## src/rtl/port_in_x8.sv

```systemverilog
// port_in_x8: PORTB input path with a two-flop pin synchronizer, a registered port read,
// and the RBIF change and INTF edge flags. PORT_IN_GLITCH_FILTER_EN adds a per-bit stability filter.
module port_in_x8 #(
  parameter int WIDTH         = 8,
  parameter int FILTER_CYCLES = 3
) (
  input  logic             clk,
  input  logic             rst,
  input  logic [WIDTH-1:0] pin_in,
  input  logic [WIDTH-1:0] tris_stat,
  input  logic [WIDTH-1:0] data_latch,
  input  logic             rd_en,
  input  logic             intedg,
  input  logic             rbif_clr,
  input  logic             intf_clr,
  output logic [WIDTH-1:0] rd_data,
  output logic             rbif,
  output logic             intf
);

  if (WIDTH != 8 || FILTER_CYCLES < 1) begin : g_cfg_check
    $error("port_in_x8: WIDTH must be 8 and FILTER_CYCLES must be at least 1");
  end

  logic [WIDTH-1:0] s1;
  logic [WIDTH-1:0] s2;
  logic [WIDTH-1:0] f;
  logic [WIDTH-1:0] s_prev;
  logic [7:4]       cmp_latch;
  logic             primed;
  logic             mismatch;
  logic             int_event;

  always_ff @(posedge clk) begin
    if (rst) begin
      s1 <= '0;
      s2 <= '0;
    end else begin
      s1 <= pin_in;
      s2 <= s1;
    end
  end

`ifdef PORT_IN_GLITCH_FILTER_EN
  localparam int CW = $clog2(FILTER_CYCLES + 1);

  logic [CW-1:0]    cnt [WIDTH];
  logic [WIDTH-1:0] f_q;

  // A bit only follows s2 after it has disagreed with f for FILTER_CYCLES clocks in a row.
  always_ff @(posedge clk) begin
    if (rst) begin
      f_q <= '0;
      for (int i = 0; i < WIDTH; i++) cnt[i] <= '0;
    end else begin
      for (int i = 0; i < WIDTH; i++) begin
        if (s2[i] == f_q[i]) begin
          cnt[i] <= '0;
        end else if (cnt[i] == CW'(FILTER_CYCLES - 1)) begin
          f_q[i] <= s2[i];
          cnt[i] <= '0;
        end else begin
          cnt[i] <= cnt[i] + 1'b1;
        end
      end
    end
  end

  assign f = f_q;
`else
  assign f = s2;
`endif

  // Compare against the latch as it stood before any read this cycle.
  always_comb begin
    mismatch  = |(tris_stat[7:4] & (f[7:4] ^ cmp_latch));
    int_event = tris_stat[0] & (intedg ? (f[0] & ~s_prev[0]) : (~f[0] & s_prev[0]));
  end

  always_ff @(posedge clk) begin
    if (rst) begin
      s_prev    <= '0;
      rd_data   <= '0;
      cmp_latch <= '0;
      primed    <= 1'b0;
      rbif      <= 1'b0;
      intf      <= 1'b0;
    end else begin
      s_prev <= f;
      if (rd_en) begin
        rd_data   <= (tris_stat & f) | (~tris_stat & data_latch);
        cmp_latch <= f[7:4];
        primed    <= 1'b1;
      end
      if (primed && mismatch) begin
        rbif <= 1'b1;
      end else if (rbif_clr) begin
        rbif <= 1'b0;
      end
      if (int_event) begin
        intf <= 1'b1;
      end else if (intf_clr) begin
        intf <= 1'b0;
      end
    end
  end

endmodule

```

## config.mk

```make
export PLATFORM = sky130hd
export DESIGN_NAME = port_in_x8
export DESIGN_NICKNAME = d
export VERILOG_FILES = /design/src/rtl/port_in_x8.sv
export SDC_FILE = /design/constraint.sdc
export NUM_CORES = 1
export LEC_CHECK = 0
export BUFFER_PORTS_ARGS = -buffer_cell sky130_fd_sc_hd__buf_4
export CAP_MARGIN = 20
export CORE_AREA = 4 4 54 56
export CTS_CLUSTER_SIZE = 14
export DETAILED_ROUTE_END_ITERATION = 12
export DIE_AREA = 0 0 58 60
export PLACE_DENSITY = 0.82
export SLEW_MARGIN = 40
export SYNTH_ARGS = -nofsm -noshare
export SYNTH_HDL_FRONTEND = slang
export SYNTH_SLANG_ARGS = --single-unit
```

## constraint.sdc

```tcl
create_clock -name clk -period 1.1 [get_ports clk]
set_input_delay 0.11 -clock clk [delete_from_list [all_inputs] [get_ports clk]]
set_output_delay 0.11 -clock clk [all_outputs]
set_load 0.01 [all_outputs]
```

# After elaboration in Yosys (flattened, before gate mapping)
# Cells that the tools add are included.
# classes
reduce_logical	4
n_bitwise	11
n_mux	5
# ops
operator	count
$and 8x8->8	2
$not 8->8	1
$or 8x8->8	1
$mux 1	5
$and 4x4->4	1
$reduce_bool 2->1	2
$reduce_or 4->1	1
$xor 4x4->4	1
$and 1x1->1	3
$not 1->1	2
$logic_and 1x1->1	1
# word_totals
output_inout_bits	10
register_bits	32
inputBits	30

# Logic depth before layout (Yosys ltp)
# Gate-level depths: netlist (run 1).
# logic_depth
depth_word	5
mapped_depth	4
mapped_depth_nobuf	4

# Least setup slack after synthesis (run 1)
# OpenSTA, ideal clock, no wires.
# synth_timing
kind	register to register
from	register cmp_latch[6] in the netlist's numbering
to	register rbif
t_arrival_ps	839
path_slack_ps	141
period_less_slack_ps	959
t_required_ps	980
n_path_buf	0
stages_incl_launch_ff	5
cell_sequence	dfxtp_1 > xor2_1 > a22o_1 > o21ai_1 > a21oi_1
# synth_via
elab_chain_cells	5
# synth_lines
element	line	rtl
from (decl)	29	logic [7:4] cmp_latch;
from (signal assigned)	92	cmp_latch <= f[7:4];
$xor 4x4->4 *	76	mismatch = |(tris_stat[7:4] & (f[7:4] ^ cmp_latch));
$and 4x4->4 *	76	
$reduce_or 4->1 *	76	
$logic_and 1x1->1 *	95	if (primed && mismatch) begin
$mux 1 / $reduce_bool 2->1 (equally long branches)	--	
to (signal assigned)	86	rbif <= 1'b0;
to (signal assigned)	96	rbif <= 1'b1;
to (signal assigned)	98	rbif <= 1'b0;
to (decl)	17	output logic rbif,
# Every way passes the cells marked *; elsewhere a longest branch is shown, timed or not.
# A chain may end at the register's enable or synchronous reset.

# Final worst setup path (run 1)
# Ends and elaborated chain as after synthesis.

==> results.md, run 1 <==
- The post-synthesis cell area is 1110 um^2.
- The setup violation total in the final timing report is 0.
- The max-slew headroom at the worst pin is 0.793.
- The insertion delay of the later-clocked pin in the worst-skew pair is 0.31 ns.
- The detailed router's first-iteration violation count is 13.
- For this run, the total global-route usage over all layers was measured as 0.136.
- The final-report hold violation count is 0.
- The number of antenna violations at the first check in global routing is 0.
- For this run, the share of the core covered by cells in the final layout is 0.636.
- The number of detailed-route iterations in the first pass is 2.
- The first global-routing pass estimated 3.43 mm of wire.
- In this run the deepest clock path goes through 2 buffers.
- The initial utilization of the core area, before any placement, comes to 0.456.
- The arrival time of the worst setup path is 1.22 ns.
- Setup repair after global routing left no endpoint under its margin.
- The repair_antennas step left the layout with diodes totalling 0.
- The cell count after synthesis came out at 103.
- Compared with the post-synthesis result, the final layout area differs by 39.6%.
- The area inside the core boundary is 2430 um^2.
- At the placement stage, the worst setup path has a slack of 0.0706 ns.
- The final setup skew is 0.00437 ns.
- Dividing total power by cell area gives a power density of 1400 nW/um^2.
- For the worst setup path, the data required time is 1.30 ns.
- The met1 usage in global routing is 0.144.
- Input and output buffers added on the ports amount to 39.
- The number of warnings reported in the yosys synthesis log is 0.
- Entering global routing, the biggest net connects 33 pins.
- The type of destination of the critical path is a flop.
- After global routing, the most crowded layer is met2.
- The launching element type of the critical path is a flop.
- After detailed routing, the number of remaining DRC violations is 0.
- The site row count is 18.
- The net count of the mapped netlist is 133.
- The highest clock frequency the design can meet is 984 MHz.
- The final layout net count is 181.
- A synthesized cell averages 10.8 um^2.
- The total die area is 3480 um^2.
- The library cell used most frequently in the layout, excluding fill and tap cells, is sky130_fd_sc_hd__buf_4.
- Counting every sink on the clock net gives 32.
- The I/O pin count is 40.
- Synthesis inferred 32 register bits.
- Along the worst path, the maximum fanout reaches 2.
- The CTS tree is done.
- The total vias in the final route is 828.
- In the layout the commonest cells are sky130_fd_sc_hd__buf_4, sky130_fd_sc_hd__dfxtp_1, sky130_fd_sc_hd__nor2_1, sky130_fd_sc_hd__nor2b_1, sky130_fd_sc_hd__mux2i_1.
- The routed wirelength normalized by instance count is 11.0 um.
- The final setup TNS is 0 ns.
- Routability-driven placement finished with a final weighted congestion of 0.708.
- The residual antenna-violating net count after detailed routing is 0.
- The total half-perimeter wirelength after legalization and detailed placement is 1.44 mm.
- The clock tree synthesis step divided the H-tree into 2 levels.
- IR analysis of the VDD net gives a maximum drop of 1030 uV.
- The max-capacitance violation count is 0.
- The global-route congestion overflow total is 0.
- In the final layout, the share of cells above drive strength 1 is 0.316.
- The clock period minus final worst setup slack is 1.02 ns.
- The number of library cell types mapped by synthesis is 17.
- The met3 demand-to-capacity share in global routing is 0.0562.
- The number of global-route vias before repair is 846.
- The worst hold path belongs to the class in2reg.
- Dividing the final minimum period by the clock period gives 0.924.
- CTS placed an instance of sky130_fd_sc_hd__clkbuf_4 at the clock tree root.
- The analysis attributes to cell leakage a power of 0.718 nW.
- The final-layout worst hold slack is 0.0147 ns.
- The share of the yosys chip area belonging to registers is 0.578.
- Setup slack closes at 0.0832 ns.
- In this run the vertical extent of the chip is 60 um.
- The clock slew at the register clock pins of the worst setup and hold paths is 0.09 ns.
- After detailed routing, the number of vias per cell comes to 4.55.
- The actual transition at the worst max-transition pin is 0.311 ns.
- The count of pins over their slew limit was 0.
- The die is 58 um wide.
- Summed over all layers, the routed wires come to 2.01 mm.
- The flow ran to the end, and the final reports show no timing, DRC or antenna violations.
- The clock buffer count from CTS is 5.
- The worst setup path is of the reg2reg kind.
- The global-route met2 utilization is 0.218.
==> layer usage <==
metal	part of all wire	routed length (um)
met1	0.42	854
met2	0.50	1010
met3	0.057	114
met4	0.017	34
met5	0	0
==> kinds of logic (layout without fill, tap and decap cells) <==
kind of cell	after synthesis	after routing	share of synthesized area
flops	32	32	0.578
simple gates	36	36	0.170
buf+inv	5	54	0.0237
compound gates	14	14	0.0880
xor+xnor	4	4	0.0316
mux	12	12	0.108
==> registers in the layout, indices dropped and copies added (netlist names) <==
name,flops
rbif,1
intf,1
s_prev,1
f,8
s1,8
primed,1
rd_data,8
cmp_latch,4
==> where the power goes <==
part	internal [mW]	total (mW)	switching (mW)	leakage, nW
clock	0.315	0.664	0.348	0.0326
combinational	0.165	0.262	0.0976	0.421
sequential	1.22	1.24	0.0263	0.265
==> critical path: stages (launching register included) <==
cell                      delay, ns
sky130_fd_sc_hd__dfxtp_1       0.33
sky130_fd_sc_hd__xor2_1        0.16
sky130_fd_sc_hd__a22o_1        0.24
sky130_fd_sc_hd__o21ai_2       0.10
sky130_fd_sc_hd__a21oi_1       0.07
==> cell usage after synthesis <==
cell type	instances	area [um^2]
sky130_fd_sc_hd__a211oi_1	8	60.1
sky130_fd_sc_hd__a21oi_1	2	10.0
sky130_fd_sc_hd__a22o_1	2	17.5
sky130_fd_sc_hd__and2b_1	2	15.0
sky130_fd_sc_hd__buf_2	3	15.0
sky130_fd_sc_hd__buf_4	1	7.51
sky130_fd_sc_hd__clkbuf_1	1	3.75
sky130_fd_sc_hd__dfxtp_1	32	641
sky130_fd_sc_hd__mux2i_1	12	120
sky130_fd_sc_hd__nand2_1	1	3.75
sky130_fd_sc_hd__nand2b_1	2	12.5
sky130_fd_sc_hd__nor2_1	15	56.3
sky130_fd_sc_hd__nor2b_1	15	93.8
sky130_fd_sc_hd__nor3b_1	1	7.51
sky130_fd_sc_hd__o21ai_0	1	5.00
sky130_fd_sc_hd__o21ai_1	1	5.00
sky130_fd_sc_hd__xor2_1	4	35.0
==> through the flow <==
stage          instance area, um^2  total power [mW]  instances
2_1_floorplan                 1110              1.38        103
3_3_place_gp                  1410              1.50        167
3_5_place_dp                  1410              1.51        167
4_1_cts                       1540              2.20        182
5_1_grt                       1550              2.29        182
6_report                      1550              2.17        182
==> cell type report <==
cell class                 count  area (um^2)
clock buffer                   8         58.8
fill                         221          885
sequential                    32          643
multi-input combinational     66          445
tap                           30         37.5
timing repair buffer          46          363
==> timing repair <==
item,4_1_cts,5_1_grt
hold buffers,7,0
gates resized for setup,0,3
hold endpoints to repair,7,0
endpoints found under the setup margin,0,1
setup buffers,0,0
==> worst paths after layout <==
| path | start | to | slack [ns] | cells after the start |
|---|---|---|---|---|
| min reg2reg | s1[2] | f[2] | 0.44 | 1 |
| max reg2reg | cmp_latch[6] | rbif | 0.08 | 4 |
| max | cmp_latch[6] | rbif | 0.08 | 4 |
| min | pin_in[2] | s1[2] | 0.01 | 2 |
(Power assumes the default switching activity.)
==> run 2: changes to the inputs <==
Settings changed: ABC_AREA set to 1, CORE_AREA 4 4 54 56 to 4 4 56 58, DIE_AREA 0 0 58 60 to 0 0 60 62, PLACE_DENSITY 0.82 to 0.84.
==> results.md, run 2 <==
- From synthesis to final layout, the design area changed by 34.1%.
- The total half-perimeter wirelength after legalization and detailed placement is 1.66 mm.
- When the netlist entered floorplanning its net count stood at 186.
- The region available for standard cell placement spans 2660 um^2.
- For this block, the via count after detailed routing is 1,027.
- The antenna diode instance count is 0.
- Synthesis inferred 32 register bits.
- The leakage power of the design is 0.890 nW.
- The initial utilization of the core area, before any placement, comes to 0.476.
- The top cell types in the final layout, fill and taps aside, are sky130_fd_sc_hd__inv_1, sky130_fd_sc_hd__buf_4, sky130_fd_sc_hd__dfxtp_1.
- The routed wirelength normalized by instance count is 9.39 um.
- The type of destination of the critical path is an output pin.
- The I/O pin count is 40.
- At the worst endpoint, the arrival time is 0.82 ns.
- The final non-filler cell area is 1700 um^2.
- The maximum level of the CTS H-tree is 2.
- Buffers added to address setup during post-CTS repair amount to 0.
- For this design the ratio of total power to cell area is 1330 nW/um^2.
- The global-route congestion overflow total is 0.
- The highest clock frequency the design can meet is 1080 MHz.
- The horizontal die dimension is 60 um.
- The share of the Yosys chip area taken by registers is 0.505.
- The library cell with the highest instance count after synthesis is sky130_fd_sc_hd__inv_1.
- The count of pins over their slew limit is 0.
- The number of global-route vias before repair is 930.
- The number of design rule violations left after detail routing is 0.
- The insertion delay of the later-clocked pin in the worst-skew pair is 0.33 ns.
- Setup repair after global routing left no endpoint under its margin.
- The area of combinational cells with multiple inputs is 408 um^2.
- The critical path data required time is 0.99 ns.
- The post-cts resize count is 0.
- The post-detailed-route via-to-cell ratio is 4.32.
- The launching element type of the critical path is a flop.
- Walking the worst path, the cells encountered are buf_4.
- Max-cap violations in this run came to 0.
- In the synthesized netlist, the cells that appear most often are sky130_fd_sc_hd__inv_1, sky130_fd_sc_hd__dfxtp_1, sky130_fd_sc_hd__nor2_1, sky130_fd_sc_hd__nand2_1.
- The final-report hold violation count is 0.
- The sequential cells in the finished layout cover a total of 641 um^2.
- The highest ir drop seen on vdd is 954 uV.
- The total of buffers placed on input and output ports is 39.
- The most used flip-flop cell after synthesis is sky130_fd_sc_hd__dfxtp_1.
- The die is 62 um tall.
- Synthesis produced a netlist whose cell count is 156.
- The global router's overall resource usage is 0.140.
- The clock sink count is 32.
- In the final design database the tool counted 236 nets.
- In this run, distinct cell masters in the synthesized netlist total 14.
- The share of the synthesized area in the top cell type is 0.505.
- Entering global routing, the biggest net connects 22 pins.
- The max-slew headroom at the worst pin is 0.808.
- The site row count is 19.
- Dividing the synthesized area by the synthesized cell count gives 8.12 um^2.
- The setup violation total in the final timing report is 0.
- Counting the fill cells in the layout gives 241.
- The run finished with clean final reports.
- The top cell family by delay on the critical path is flip-flops.
- The slowest library cell on the worst path is sky130_fd_sc_hd__dfxtp_1.
- The class of the tightest hold or removal check is in2reg.
- The worst setup path is of the reg2out kind.
- The total placed instance area is 1560 um^2.
- The cell sitting at the root of the clock tree is a sky130_fd_sc_hd__clkbuf_4.
- At the pin with the least slew margin, the transition time is 0.288 ns.
- No sink is reached through more buffers than the 2 on the longest clock path.
- In this run, CTS created clock tree buffers numbering 5.
- The critical path's largest stage delay is 0.36 ns.
- Hold timing on the final database bottoms out at a slack of 0.0442 ns.
- The floorplan step defined a die boundary enclosing 3720 um^2.
- The buffer and inverter count on the worst path is 1.
- TritonCTS built the clock tree.
- Summing every instance area after synthesis gives 1270 um^2.
- The most area-hungry cell type in the Yosys netlist is sky130_fd_sc_hd__dfxtp_1.
- The residual antenna-violating net count after detailed routing is 0.
- Dividing the final minimum period by the clock period gives 0.843.
- The first global-routing pass estimated 3.73 mm of wire.
- The worst path needs 0.928 ns of the cycle, external delays included.
- The number of antenna violations at the first check in global routing is 0.
- The completed layout was analyzed and its total power is 2.25 mW.
- The detailed router's first-iteration violation count is 31.
- In this run the worst path has a maximum fanout of 2.
- The number of flops mapped to enable cells by yosys is 0.
- The congestion estimate from routability-driven global placement came to 0.762.
- The clock slew at the register clock pins of the worst setup and hold paths is 0.10 ns.
- The fraction of final layout cells sized beyond drive strength 1 is 0.304.
- The number of detailed-route iterations in the first pass is 2.
- The final setup TNS is 0 ns.
- By area the synthesized netlist is led by sky130_fd_sc_hd__dfxtp_1, sky130_fd_sc_hd__inv_1, sky130_fd_sc_hd__o211ai_2, sky130_fd_sc_hd__nor2_1, sky130_fd_sc_hd__a21oi_1.
- The final layout contains routed wiring with a total length of 2.24 mm.
- The final setup skew is 0.00783 ns.
- The share of synthesized registers carrying an async set or reset is 0.
- The number of warnings reported in the yosys synthesis log is 0.
[run 2: changes by cell type in the layout (fill, tap and decap cells not counted), moves of 5 or more]
cell,change
sky130_fd_sc_hd__inv_1,+40
sky130_fd_sc_hd__nor2b_1,-15
sky130_fd_sc_hd__nand2_1,+13
sky130_fd_sc_hd__mux2i_1,-12
sky130_fd_sc_hd__o211ai_2,+11
sky130_fd_sc_hd__o21ai_1,+11
sky130_fd_sc_hd__a21oi_1,+9
sky130_fd_sc_hd__a211oi_1,-8
sky130_fd_sc_hd__inv_2,+6
sky130_fd_sc_hd__nor2_1,+5
[run 2: layer usage]
layer	up-vias	share of wire	track usage
li1	573	-	-
met1	426	0.46	0.156
met2	24	0.44	0.219
met3	4	0.069	0.0620
met4	0	0.025	0.0854
met5	-	0	0
[run 2: repair_timing]
action,CTS,global route
setup endpoints to repair,0,0
endpoints found under the hold margin,8,0
hold buffers,8,0
[run 2: worst paths after layout]
kind                    from         end  slack, ns  cells after the start
hold reg to reg        s1[6]        f[6]       0.40                      2
hold / removal      rbif_clr        rbif       0.04                      4
setup reg to reg        f[6]        rbif       0.18                      6
setup / recovery  rd_data[0]  rd_data[0]       0.17                      1
[run 2: kinds of logic after synthesis]
family | share of synthesized area
and+or+nand+nor | 0.120
buffers and inverters | 0.173
DFF | 0.505
AOI/OAI and AO/OA | 0.201
[run 2: per-stage QoR]
step                      instances  utilization  setup slack, ns
after floorplan                 156            -            0.304
after global placement          222        0.586            0.187
after detailed placement        222        0.586            0.170
after CTS                       238        0.638            0.159
after global routing            238        0.638            0.101
final                           238        0.638            0.172
[run 2: where the power goes]
part / total, mW / internal [mW] / switching [mW]
combinational: 0.321 / 0.176 / 0.145
sequential: 1.25 / 1.22 / 0.0304
clock: 0.679 / 0.315 / 0.364
total: 2.25 / 1.71 / 0.540
[run 2: area by class of cell]
| type | count | share of cell area |
|---|---|---|
| multi-input combinational | 73 | 0.240 |
| sequential | 32 | 0.377 |
| tap | 31 | 0.0228 |
| timing repair buffer | 48 | 0.224 |
| inverter | 46 | 0.102 |
| clock buffer | 8 | 0.0346 |
